$ cat src/rtl/mips_pkg.sv
`default_nettype none
// ============================================================================
//  Module      : mips_pkg
//  Description : Shared encodings, control bundle type and helpers.
//  Revision    : 1.0 - initial release
// ============================================================================
package mips_pkg;

    localparam logic [1:0] c_mem_none    = 2'b00;
    localparam logic [1:0] c_mem_word    = 2'b01;
    localparam logic [1:0] c_mem_byte    = 2'b10;
    localparam logic [1:0] c_mem_half    = 2'b11;

    localparam logic [1:0] c_jump_none   = 2'b00;
    localparam logic [1:0] c_jump_j      = 2'b01;
    localparam logic [1:0] c_jump_jal    = 2'b10;
    localparam logic [1:0] c_jump_jr     = 2'b11;

    localparam logic [1:0] c_aluop_rtype = 2'b00;
    localparam logic [1:0] c_aluop_imm   = 2'b01;

    localparam logic [5:0] c_op_rtype    = 6'h00;
    localparam logic [5:0] c_op_j        = 6'h02;
    localparam logic [5:0] c_op_jal      = 6'h03;
    localparam logic [5:0] c_op_beq      = 6'h04;
    localparam logic [5:0] c_op_bne      = 6'h05;
    localparam logic [5:0] c_op_addi     = 6'h08;
    localparam logic [5:0] c_op_lb       = 6'h20;
    localparam logic [5:0] c_op_lh       = 6'h21;
    localparam logic [5:0] c_op_lw       = 6'h23;
    localparam logic [5:0] c_op_sb       = 6'h28;
    localparam logic [5:0] c_op_sh       = 6'h29;
    localparam logic [5:0] c_op_sw       = 6'h2b;

    localparam logic [4:0] c_reg_zero    = 5'd0;

    typedef struct packed {
        logic       reg_dst;
        logic       mem_to_reg;
        logic       alu_src;
        logic       reg_write;
        logic [1:0] jump;
        logic [1:0] branch;
        logic [1:0] mem_read;
        logic [1:0] mem_write;
        logic [1:0] alu_op;
    } ctrl_t;

    // rt is a source operand unless the immediate replaces it; stores always read it.
    function automatic logic uses_rt(input logic alu_src, input logic [1:0] mem_write);
        return ~alu_src | (mem_write != c_mem_none);
    endfunction

endpackage
`default_nettype wire

$ cat src/rtl/hazard_detect.sv
`default_nettype none
// ============================================================================
//  Module      : hazard_detect
//  Description : Combinational load-use comparator between EX and ID.
//  Revision    : 1.0 - initial release
// ============================================================================
module hazard_detect
    import mips_pkg::*;
(
    input  logic       i_ex_valid,
    input  logic [1:0] i_ex_mem_read,
    input  logic [4:0] i_ex_rt,
    input  logic       i_id_valid,
    input  logic       i_flush,
    input  logic [4:0] i_id_rs,
    input  logic [4:0] i_id_rt,
    input  logic       i_id_alu_src,
    input  logic [1:0] i_id_mem_write,
    output logic       o_load_use_stall
);

    logic w_ex_is_load;
    logic w_rs_hit;
    logic w_rt_hit;

    // A load targeting $0 produces nothing worth waiting for.
    assign w_ex_is_load = i_ex_valid & (i_ex_mem_read != c_mem_none) & (i_ex_rt != c_reg_zero);
    assign w_rs_hit     = (i_ex_rt == i_id_rs);
    assign w_rt_hit     = uses_rt(i_id_alu_src, i_id_mem_write) & (i_ex_rt == i_id_rt);

    assign o_load_use_stall = w_ex_is_load & i_id_valid & ~i_flush & (w_rs_hit | w_rt_hit);

endmodule
`default_nettype wire

$ cat src/rtl/id_ex_stage.sv
`default_nettype none
// ============================================================================
//  Module      : id_ex_stage
//  Description : ID/EX pipeline register with flush, hold and load-use bubble.
//  Revision    : 1.0 - initial release
// ============================================================================
module id_ex_stage
    import mips_pkg::*;
#(
    parameter int DATA_W = 32,
    parameter int CNT_W  = 16
) (
    input  logic              clk,
    input  logic              rst_n,
    input  logic              id_valid,
    input  logic [DATA_W-1:0] id_pc4,
    input  logic [DATA_W-1:0] id_rs_data,
    input  logic [DATA_W-1:0] id_rt_data,
    input  logic [DATA_W-1:0] id_imm,
    input  logic [4:0]        id_rs,
    input  logic [4:0]        id_rt,
    input  logic [4:0]        id_rd,
    input  logic [5:0]        id_funct,
    input  logic              id_reg_dst,
    input  logic              id_mem_to_reg,
    input  logic              id_alu_src,
    input  logic              id_reg_write,
    input  logic [1:0]        id_jump,
    input  logic [1:0]        id_branch,
    input  logic [1:0]        id_mem_read,
    input  logic [1:0]        id_mem_write,
    input  logic [1:0]        id_alu_op,
    input  logic              flush,
    input  logic              hold,
    output logic              load_use_stall,
    output logic              ex_valid,
    output logic [DATA_W-1:0] ex_pc4,
    output logic [DATA_W-1:0] ex_rs_data,
    output logic [DATA_W-1:0] ex_rt_data,
    output logic [DATA_W-1:0] ex_imm,
    output logic [4:0]        ex_rs,
    output logic [4:0]        ex_rt,
    output logic [4:0]        ex_rd,
    output logic [5:0]        ex_funct,
    output logic              ex_reg_dst,
    output logic              ex_mem_to_reg,
    output logic              ex_alu_src,
    output logic              ex_reg_write,
    output logic [1:0]        ex_jump,
    output logic [1:0]        ex_branch,
    output logic [1:0]        ex_mem_read,
    output logic [1:0]        ex_mem_write,
    output logic [1:0]        ex_alu_op,
    output logic [CNT_W-1:0]  stall_cnt
);

    ctrl_t             w_id_ctrl;
    ctrl_t             r_ctrl;
    logic              w_load_use_stall;
    logic              r_valid;
    logic [DATA_W-1:0] r_pc4;
    logic [DATA_W-1:0] r_rs_data;
    logic [DATA_W-1:0] r_rt_data;
    logic [DATA_W-1:0] r_imm;
    logic [4:0]        r_rs;
    logic [4:0]        r_rt;
    logic [4:0]        r_rd;
    logic [5:0]        r_funct;
    logic [CNT_W-1:0]  r_stall_cnt;

    // An empty ID slot must not leak decoder garbage into EX controls.
    assign w_id_ctrl = id_valid ? '{id_reg_dst, id_mem_to_reg, id_alu_src, id_reg_write,
                                    id_jump, id_branch, id_mem_read, id_mem_write, id_alu_op}
                                : '0;

    hazard_detect u_hazard_detect (
        .i_ex_valid       (r_valid),
        .i_ex_mem_read    (r_ctrl.mem_read),
        .i_ex_rt          (r_rt),
        .i_id_valid       (id_valid),
        .i_flush          (flush),
        .i_id_rs          (id_rs),
        .i_id_rt          (id_rt),
        .i_id_alu_src     (id_alu_src),
        .i_id_mem_write   (id_mem_write),
        .o_load_use_stall (w_load_use_stall)
    );

    always_ff @(posedge clk or negedge rst_n) begin
        if (!rst_n) begin
            r_valid     <= 1'b0;
            r_ctrl      <= '0;
            r_pc4       <= '0;
            r_rs_data   <= '0;
            r_rt_data   <= '0;
            r_imm       <= '0;
            r_rs        <= '0;
            r_rt        <= '0;
            r_rd        <= '0;
            r_funct     <= '0;
            r_stall_cnt <= '0;
        end else if (!hold) begin
            if (flush || w_load_use_stall) begin
                // Bubble: payload is left stale, consumers qualify on ex_valid.
                r_valid <= 1'b0;
                r_ctrl  <= '0;
                if (w_load_use_stall && (r_stall_cnt != '1)) begin
                    r_stall_cnt <= r_stall_cnt + CNT_W'(1);
                end
            end else begin
                r_valid   <= id_valid;
                r_ctrl    <= w_id_ctrl;
                r_pc4     <= id_pc4;
                r_rs_data <= id_rs_data;
                r_rt_data <= id_rt_data;
                r_imm     <= id_imm;
                r_rs      <= id_rs;
                r_rt      <= id_rt;
                r_rd      <= id_rd;
                r_funct   <= id_funct;
            end
        end
    end

    assign load_use_stall = w_load_use_stall;
    assign ex_valid       = r_valid;
    assign ex_pc4         = r_pc4;
    assign ex_rs_data     = r_rs_data;
    assign ex_rt_data     = r_rt_data;
    assign ex_imm         = r_imm;
    assign ex_rs          = r_rs;
    assign ex_rt          = r_rt;
    assign ex_rd          = r_rd;
    assign ex_funct       = r_funct;
    assign ex_reg_dst     = r_ctrl.reg_dst;
    assign ex_mem_to_reg  = r_ctrl.mem_to_reg;
    assign ex_alu_src     = r_ctrl.alu_src;
    assign ex_reg_write   = r_ctrl.reg_write;
    assign ex_jump        = r_ctrl.jump;
    assign ex_branch      = r_ctrl.branch;
    assign ex_mem_read    = r_ctrl.mem_read;
    assign ex_mem_write   = r_ctrl.mem_write;
    assign ex_alu_op      = r_ctrl.alu_op;
    assign stall_cnt      = r_stall_cnt;

endmodule
`default_nettype wire

$ cat config.mk
export PLATFORM = sky130hd
export DESIGN_NAME = id_ex_stage
export DESIGN_NICKNAME = d
export VERILOG_FILES = /design/src/rtl/mips_pkg.sv /design/src/rtl/hazard_detect.sv /design/src/rtl/id_ex_stage.sv
export SDC_FILE = /design/constraint.sdc
export NUM_CORES = 1
export LEC_CHECK = 0
export ABC_AREA = 0
export ABC_CLOCK_PERIOD_IN_PS = 6550
export BUFFER_PORTS_ARGS = -buffer_cell sky130_fd_sc_hd__clkbuf_2
export CAP_MARGIN = 20
export CORE_AREA = 5 5 132 134
export CTS_BUF_LIST = sky130_fd_sc_hd__clkbuf_8
export DETAILED_ROUTE_END_ITERATION = 12
export DIE_AREA = 0 0 137 139
export PLACE_DENSITY = 0.78
export SLEW_MARGIN = 20
export SYNTH_ARGS = -nofsm -noshare
export SYNTH_HDL_FRONTEND = slang
export SYNTH_HIERARCHICAL = 1
export SYNTH_SLANG_ARGS = --single-unit
$ cat constraint.sdc
create_clock -name clk -period 6.55 [get_ports clk]
set_input_delay 0.3275 -clock clk [delete_from_list [all_inputs] [get_ports clk]]
set_output_delay 0.3275 -clock clk [all_outputs]
set_load 0.01 [all_outputs]
-- Word-level counts from Yosys, hierarchy flattened
Cells that the tools add are included.
- flip-flop bits (word level): 180
- output and inout bits: 181
- logic and storage cells: 45
- $add $sub $neg: 1
- equal/unequal tests: 3
- mux-type cells: 3
- bitwise gates (word level): 12
- reductions and logical operators: 7
- operators with widths (kind ; count):
    $mux 14 ; 2
    $add 16x1->16 const B ; 1
    $ne 16x16->1 const B ; 1
    $eq 5x5->1 ; 2
    $and 1x1->1 ; 6
    $reduce_bool 5->1 ; 1
    $not 1->1 ; 4
    $reduce_bool 2->1 ; 2
    $reduce_and 3->1 ; 1
    $or 1x1->1 ; 2
    $reduce_and 2->1 ; 1
    $logic_and 1x1->1 ; 1
    $logic_or 1x1->1 ; 1
    $mux 1 ; 1

-- Depth between registers and ports, before layout
Gate-level depths: netlist of run 1.
- depth in word-level cells: 9
- gate-level depth with buffers: 9
- depth with buffers taken out: 8

-- Modules after synthesis
The synthesis of run 1 kept the hierarchy.
- modules (own cells, without submodules) (module ; instances ; cells an instance ; area each (um2)):
    id_ex_stage ; 1 ; 425 ; 6936.7
    hazard_detect ; 1 ; 22 ; 146.4

-- Worst setup path before layout of run 1
OpenSTA, ideal clock, no wires.
- path kind: register to register
- start: reg r_rt[1], in the netlist ex_rt[1]
- end: reg r_pc4[10], in the netlist ex_pc4[10]
- arrival: 2.274 ns
- setup slack: 4.152 ns
- cell stages (with the launch flop): 8
- period minus slack after synthesis: 2.398 ns
- cells stage by stage: dfrtp_1 -> or4_1 -> o21ai_1 -> a21oi_1 -> nor3_2 -> buf_2 -> buf_4 -> mux2_2
- cells in the longest elaborated chain, start to end: 8
- elaborated cells on any way between the ends: 12
- RTL lines (element ; line ; text):
    start, declared ; id_ex_stage.sv:66 ; logic [4:0] r_rt;
    start signal, assigned ; id_ex_stage.sv:118 ; r_rt <= id_rt;
    $reduce_bool 5->1 ; hazard_detect.sv:27 ; assign w_ex_is_load = i_ex_valid & (i_ex_mem_read != c_mem_none) & (i_ex_rt != c_reg_zero);
    $and 1x1->1 ; hazard_detect.sv:27 ;
    $and 1x1->1 (2 in series) ; hazard_detect.sv:31 ; assign o_load_use_stall = w_ex_is_load & i_id_valid & ~i_flush & (w_rs_hit | w_rt_hit);
    $and 1x1->1 (*) ; hazard_detect.sv:31 ;
    named net load_use_stall ; id_ex_stage.sv:35 ; output logic load_use_stall,
    $logic_or 1x1->1 (*) ; id_ex_stage.sv:103 ; if (flush || w_load_use_stall) begin
    $not 1->1 (no line) (*) ; n/a ;
    $reduce_and 2->1 (no line) (*) ; n/a ;
    end signal, assigned ; id_ex_stage.sv:113 ; r_pc4 <= id_pc4;
    end, declared ; id_ex_stage.sv:61 ; logic [DATA_W-1:0] r_pc4;
The timed path passes the listed nets; every way through them passes the cells marked *.
A chain may end at the register's enable or synchronous reset.

-- Worst setup path after layout of run 1
- start: reg r_rt[1], in the netlist ex_rt[1]
- end: reg r_imm[9], in the netlist ex_imm[9]
- cells in the longest elaborated chain, start to end: 8
- elaborated cells on any way between the ends: 12
- RTL lines (element ; line ; text):
    $reduce_bool 5->1 ; hazard_detect.sv:27 ;
    $and 1x1->1 ; hazard_detect.sv:27 ;
    $and 1x1->1 (2 in series) ; hazard_detect.sv:31 ;
    $and 1x1->1 (*) ; hazard_detect.sv:31 ;
    $logic_or 1x1->1 (*) ; id_ex_stage.sv:103 ;
    $not 1->1 (no line) (*) ; n/a ;
    $reduce_and 2->1 (no line) (*) ; n/a ;
    end signal, assigned ; id_ex_stage.sv:116 ; r_imm <= id_imm;
    end, declared ; id_ex_stage.sv:64 ; logic [DATA_W-1:0] r_imm;
Every way passes the cells marked *; elsewhere a longest branch is shown, timed or not.

==> results of run 1 <==
metal layers:
layer | vias up | share of wire [%] | GRT usage (%)
li1 | 2289 | - | -
met5 | - | 0 | 0
met4 | 0 | 2.4 | 7.67
met3 | 32 | 9.8 | 7.40
met2 | 212 | 50 | 31.1
met1 | 2397 | 37 | 21.3
what timing repair did:
item,CTS,global route
hold buffers,1,0
buffers inserted,0,0
hold endpoints to repair,91,0
placed cells by master, fill, tap and decap left out, drive strengths merged, types with 2 or more instances in the layout:
| cell type | instances |
|---|---|
| clkinv | 5 |
| nor3 | 6 |
| mux2 | 150 |
| a21oi | 5 |
| bufinv | 2 |
| xor2 | 15 |
| inv | 7 |
| o21ai | 2 |
| buf | 3 |
| nand4 | 5 |
| clkinvlp | 3 |
| nand2 | 7 |
| nor4 | 3 |
| a22o | 14 |
| xnor2 | 8 |
| dfrtp | 180 |
| clkbuf | 364 |
| nor2 | 5 |
| a31oi | 2 |
| nand3 | 6 |
critical path: cells and delay by family (launching register included):
kind,cells,cell delay [ps]
flops,1,440
mux,1,420
buf+inv,1,500
simple gates,2,830
compound gates,2,260
cells by family (layout without fill, tap and decap cells):
kind of cell / count (synthesis) / count (layout) / synth area share (%)
simple gates: 41 / 41 / 4.28
xor+xnor: 23 / 23 / 2.84
buf+inv: 23 / 385 / 2.05
fa+ha+maj: 1 / 1 / 0.177
mux: 150 / 150 / 23.9
flops: 180 / 180 / 63.6
compound gates: 29 / 29 / 3.16
final cells by class:
class	count	area [um^2]	area share (%)
Clock inverter	15	156	1.66
Timing Repair Buffer	351	1790	19.0
Sequential cell	180	4500	47.9
Multi-Input combinational cell	244	2440	25.9
Clock buffer	17	234	2.49
Inverter	2	7.51	0.0798
Tap cell	220	275	2.93
stage by stage:
stage | area (um^2) | std cells
finish | 9410 | 1029
CTS | 9400 | 1029
global route | 9410 | 1029
floorplan | 7080 | 447
global placement | 9000 | 996
detailed placement | 9000 | 996
power by group:
part / internal, uW / switching [uW]
sequential: 1250 / 80.8
combinational: 253 / 234
clock: 342 / 405
total: 1850 / 720
worst paths after layout:
check	cells past startpoint	start	to	slack [ps]
setup / recovery	6	ex_rt[1]$_DFFE_PN0P_	ex_imm[9]$_DFFE_PN0P_	3760
hold / removal	2	id_reg_dst	ex_reg_dst$_DFFE_PN0N_	90
setup reg to reg	6	ex_rt[1]$_DFFE_PN0P_	ex_imm[9]$_DFFE_PN0P_	3760
hold reg to reg	1	ex_rs_data[28]$_DFFE_PN0P_	ex_rs_data[28]$_DFFE_PN0P_	510
max in group asynchronous	3	rst_n	ex_imm[12]$_DFFE_PN0P_	4730
min in group asynchronous	2	rst_n	stall_cnt[8]$_DFFE_PN0P_	520
==> flow_metrics.py, run 1 <==
metrics = {
    "run_status": {
        "outcome": "complete, no violations",
    },
    "floorplan": {
        "io_pins": 349,
        "core-area_mm2": 0.0162,
        "chipWidth_um": 137,
        "fp.dieH_um": 139,
        "row_count": 47,
        "initial_core_util_pct": 43.8,
        "die_area_mm2": 0.0190,
    },
    "timing": {
        "fin_worst_skew_ps": 14.0,
        "timing.final.crit_share_pct": 42.6,
        "clock.fmax_mhz": 358,
        "tightest_slew_ps": 898,
        "layout_min_cycle_time_ps": 2790,
        "fin_ws_ps": 3760,
        "fin_setup_tns_ps": 0,
        "max-slew-margin-rel_pct": 40.1,
        "fin_hold_ws_ps": 86.6,
        "setup_violations": 0,
        "rsz0062_at_grt": "false",
        "drv_slew": 0,
        "hold_viol": 0,
    },
    "clock_tree": {
        "cts_tree": "built",
        "cts_buffer_depth": 2,
        "h-tree-depth": 4,
        "clock_latency_ps": 450,
        "cts.clk_slew.worst_paths_ps": 100,
        "ctsResizeCount": 0,
        "cts.sinks": 180,
        "cts-root-buf": "clkbuf_8",
        "numCtsBuffers": 17,
    },
    "synth": {
        "synthTopCellsByCount": "180 x dfrtp_1, 149 x mux2_2, 15 x xor2_1",
        "synth_nets": 616,
        "post-synth-top-count-cell": "dfrtp_1",
        "syn_area_mm2": 0.00708,
        "netlist_instances": 447,
        "yosysTopAreaCellShare_pct": 63.6,
        "ys.flop_type": "dfrtp_1",
        "yosysTopAreaCell": "dfrtp_1",
        "ys_warn_count": 6,
        "synth_seq_cells": 180,
        "synthDistinctLibCells": 44,
        "synthTopCellsByArea": "dfrtp_1 64%, mux2_2 24%, xor2_1 1.9%, a22o_1 1.7%, buf_4 1.2%",
        "syn_avg_cell_area_um2": 15.8,
        "async_flop_share_pct": 100,
        "synth_seq_area_share_pct": 63.6,
        "synth_edf_count": 0,
    },
    "critical_path": {
        "end_kind": "flop",
        "cp_slowest_cell": "or4_1",
        "max_stage_delay_ps": 550,
        "path_class": "flop to flop",
        "start_kind": "flop",
        "worstPathRequired_ps": 6880,
        "crit_arrival_ps": 3120,
        "crit_path_max_fanout": 149,
        "cp_cell_sequence": "or4_1 -> o21ai_1 -> a21oi_1 -> nor3_4 -> buf_12 -> mux2_2",
    },
    "placed_design": {
        "portBuffers": 348,
        "globalplace.congestion": 0.756,
        "hpwl_mm": 13.6,
        "place_ws_ps": 3830,
    },
    "worst_hold_path": {
        "min_path_type": "primary input to flop",
    },
    "final_layout": {
        "fin_util_pct": 58.2,
        "nets": 965,
        "drive_above_1_share_pct": 66.9,
        "synthToLayoutAreaGrowth_pct": 32.8,
        "antenna_cells": 0,
        "nFillCells": 1314,
    },
    "detailed_routing": {
        "drc": 0,
        "first_pass_iters": 6,
        "initialDrtViolationCount": 107,
        "ant_nets": 0,
        "routedWlPerCell_um": 17.3,
        "vias_per_cell": 4.79,
        "vias": 4930,
        "wirelength_mm": 17.8,
    },
    "job": {
        "drv_cap": 0,
    },
    "power": {
        "p_leak_uw": 0.00473,
        "total_power_uw": 2570,
        "power_density_mw_per_mm2": 273,
        "ir_drop_v": 0.000145,
    },
    "grt": {
        "gr-total-overflow": 0,
        "grt.total_usage_pct": 18.7,
        "antenna_found_initial": 0,
        "grt_max_degree": 150,
        "grt_pass1_wl_mm": 27.7,
        "grt_pass1_vias": 5274,
    },
}
Note: power is estimated with default switching activity, not from simulation.
==> inputs of run 2 (changes only) <==
--- a/config.mk
+++ b/config.mk
@@ -6,7 +6,7 @@
 export NUM_CORES = 1
 export LEC_CHECK = 0
 export ABC_AREA = 0
-export ABC_CLOCK_PERIOD_IN_PS = 6550
+export ABC_CLOCK_PERIOD_IN_PS = 2900
 export BUFFER_PORTS_ARGS = -buffer_cell sky130_fd_sc_hd__clkbuf_2
 export CAP_MARGIN = 20
 export CORE_AREA = 5 5 132 134
==> constraint.sdc (replaced) <==
create_clock -name clk -period 2.9 [get_ports clk]
set_input_delay 0.145 -clock clk [delete_from_list [all_inputs] [get_ports clk]]
set_output_delay 0.145 -clock clk [all_outputs]
set_load 0.01 [all_outputs]
==> run 2 against run 1 <==
Sequential share of layout area fell by 7.3 points. Utilization rose by 11 points. Clock power rose by 110%. First-iteration DRC count rose by 110%. Power rose by 130%. Largest cell class unchanged. Highest routed layer unchanged.
==> flow_metrics.py, run 2 (synthesis results as in run 1) <==
metrics = {
    "grt": {
        "gr-total-overflow": 0,
        "grt_max_degree": 91,
        "grt_pass1_wl_mm": 35.7,
        "grt_pass1_vias": 6657,
        "grt.total_usage_pct": 24.2,
        "antenna_found_initial": 1,
    },
    "critical_path": {
        "path_class": "flop to flop",
        "start_kind": "flop",
        "r2r_cells": 6,
        "crit_path_max_fanout": 74,
        "end_kind": "flop",
        "worstPathRequired_ps": 3240,
        "rrSetupSlack_ps": 400,
        "crit_arrival_ps": 2840,
    },
    "detailed_routing": {
        "routedWlPerCell_um": 19.2,
        "ant_nets": 0,
        "drc": 0,
        "vias": 5853,
        "vias_per_cell": 4.88,
        "first_pass_iters": 4,
        "initialDrtViolationCount": 226,
        "wirelength_mm": 23.0,
    },
    "timing": {
        "rsz0062_at_grt": "false",
        "setup_violations": 0,
        "fin_setup_tns_ps": 0,
        "fin_worst_skew_ps": 14.2,
        "max-slew-margin-rel_pct": 65.8,
        "tightest_slew_ps": 513,
        "drv_slew": 0,
        "clock.fmax_mhz": 399,
        "timing.final.crit_share_pct": 86.4,
        "hold_viol": 0,
        "layout_min_cycle_time_ps": 2500,
    },
    "floorplan": {
        "initial_core_util_pct": 43.8,
        "fp.dieH_um": 139,
        "chipWidth_um": 137,
        "core-area_mm2": 0.0162,
        "row_count": 47,
        "io_pins": 349,
        "die_area_mm2": 0.0190,
    },
    "clock_tree": {
        "cts-root-buf": "clkbuf_8",
        "cts_tree": "built",
        "h-tree-depth": 4,
        "cts.sinks": 180,
        "clock_latency_ps": 450,
        "cts_buffer_depth": 2,
        "cts.clk_slew.worst_paths_ps": 90,
        "post_cts_buffers": 0,
        "numCtsBuffers": 17,
    },
    "placed_design": {
        "dp.cells": 1004,
        "globalplace.congestion": 0.781,
        "hpwl_mm": 14.3,
        "portBuffers": 348,
    },
    "final_layout": {
        "drive_above_1_share_pct": 56.0,
        "layoutNonFillerInstCount": 1200,
        "nets": 1136,
        "synthToLayoutAreaGrowth_pct": 56.8,
        "final_common_cell": "clkbuf_2",
        "final_cell_mix": "347 x clkbuf_2, 180 x dfrtp_1, 164 x dlygate4sd3_1",
        "nFillCells": 1051,
    },
    "power": {
        "ir_drop_v": 0.000374,
        "power_density_mw_per_mm2": 538,
        "p_leak_uw": 0.00544,
    },
    "job": {
        "drv_cap": 0,
    },
    "worst_hold_path": {
        "min_path_type": "primary input to asynchronous set/reset pin",
    },
    "run_status": {
        "outcome": "complete, no violations",
    },
}
## run 2: changes by cell type in the layout (fill, tap and decap cells not counted), moves of 2 or more
cell | previous run | this run
bufinv_16 | 2 | 0
clkinv_2 | 3 | 0
clkbuf_8 | 17 | 21
clkinvlp_4 | 3 | 5
buf_4 | 0 | 6
buf_12 | 1 | 4
dlygate4sd3_1 | 1 | 164
## run 2: worst max-delay path, cell delays in order, from the launching register on
cell     delay (ps)
dfrtp_1         440
or4_1           540
o21ai_1         140
a21oi_1         100
nor3_4          310
buf_12          370
mux2_2          410
## run 2: layout make-up
type                    count  area (um^2)  share of cell area [%]
clock buffers              21          289                    2.60
clock inverters            10         76.3                   0.687
diodes                      1         2.50                  0.0225
repair buffers            522         3510                    31.6
well taps                 220          275                    2.48
inverters                   2         7.51                  0.0676
multi-input cells         244         2440                    22.0
flip-flops and latches    180         4500                    40.5
## run 2: report_power, final
| part | internal (uW) | leakage (uW) | switching [uW] |
|---|---|---|---|
| clock | 685 | 0.000174 | 912 |
| sequential | 2830 | 0.00217 | 208 |
| combinational | 725 | 0.00310 | 620 |
| total | 4240 | 0.00544 | 1740 |
## run 2: worst paths after layout
check | startpoint | to
worst max-delay path | ex_rt[1]$_DFFE_PN0P_ | ex_rt_data[29]$_DFFE_PN0P_
worst min-delay path | rst_n | stall_cnt[13]$_DFFE_PN0P_
worst max register to register | ex_rt[1]$_DFFE_PN0P_ | ex_rt_data[29]$_DFFE_PN0P_
worst min register to register | ex_pc4[2]$_DFFE_PN0P_ | ex_pc4[2]$_DFFE_PN0P_
max in group asynchronous | rst_n | ex_imm[31]$_DFFE_PN0P_
min in group clk | hold | ex_valid$_DFFE_PN0N_
## run 2: per-layer routing
layer | up-vias | routed length, um | GRT usage [%]
li1 | 2636 | - | -
met1 | 2896 | 8340 | 25.9
met2 | 265 | 12300 | 44.0
met3 | 56 | 1650 | 6.53
met4 | 0 | 760 | 10.4
met5 | - | 0 | 0
## run 2: timing repair
action / CTS / global route
hold buffers: 164 / 0
hold endpoints to repair: 213 / 0
resized for setup: 0 / 0
## run 2: per-stage QoR
| step | util [%] | hold slack (ps) | total power (uW) | instance area (um^2) | setup slack, ps |
|---|---|---|---|---|---|
| 6_report | 68.7 | 214 | 5980 | 11100 | 395 |
| 5_1_grt | 68.7 | 223 | 6260 | 11100 | 287 |
| 4_1_cts | 68.7 | 196 | 5970 | 11100 | 441 |
| 3_5_place_dp | 56.3 | 125 | 4200 | 9100 | 443 |
| 3_3_place_gp | 56.3 | 121 | 4160 | 9100 | 505 |
| 2_1_floorplan | - | -151 | 3580 | 7080 | 502 |
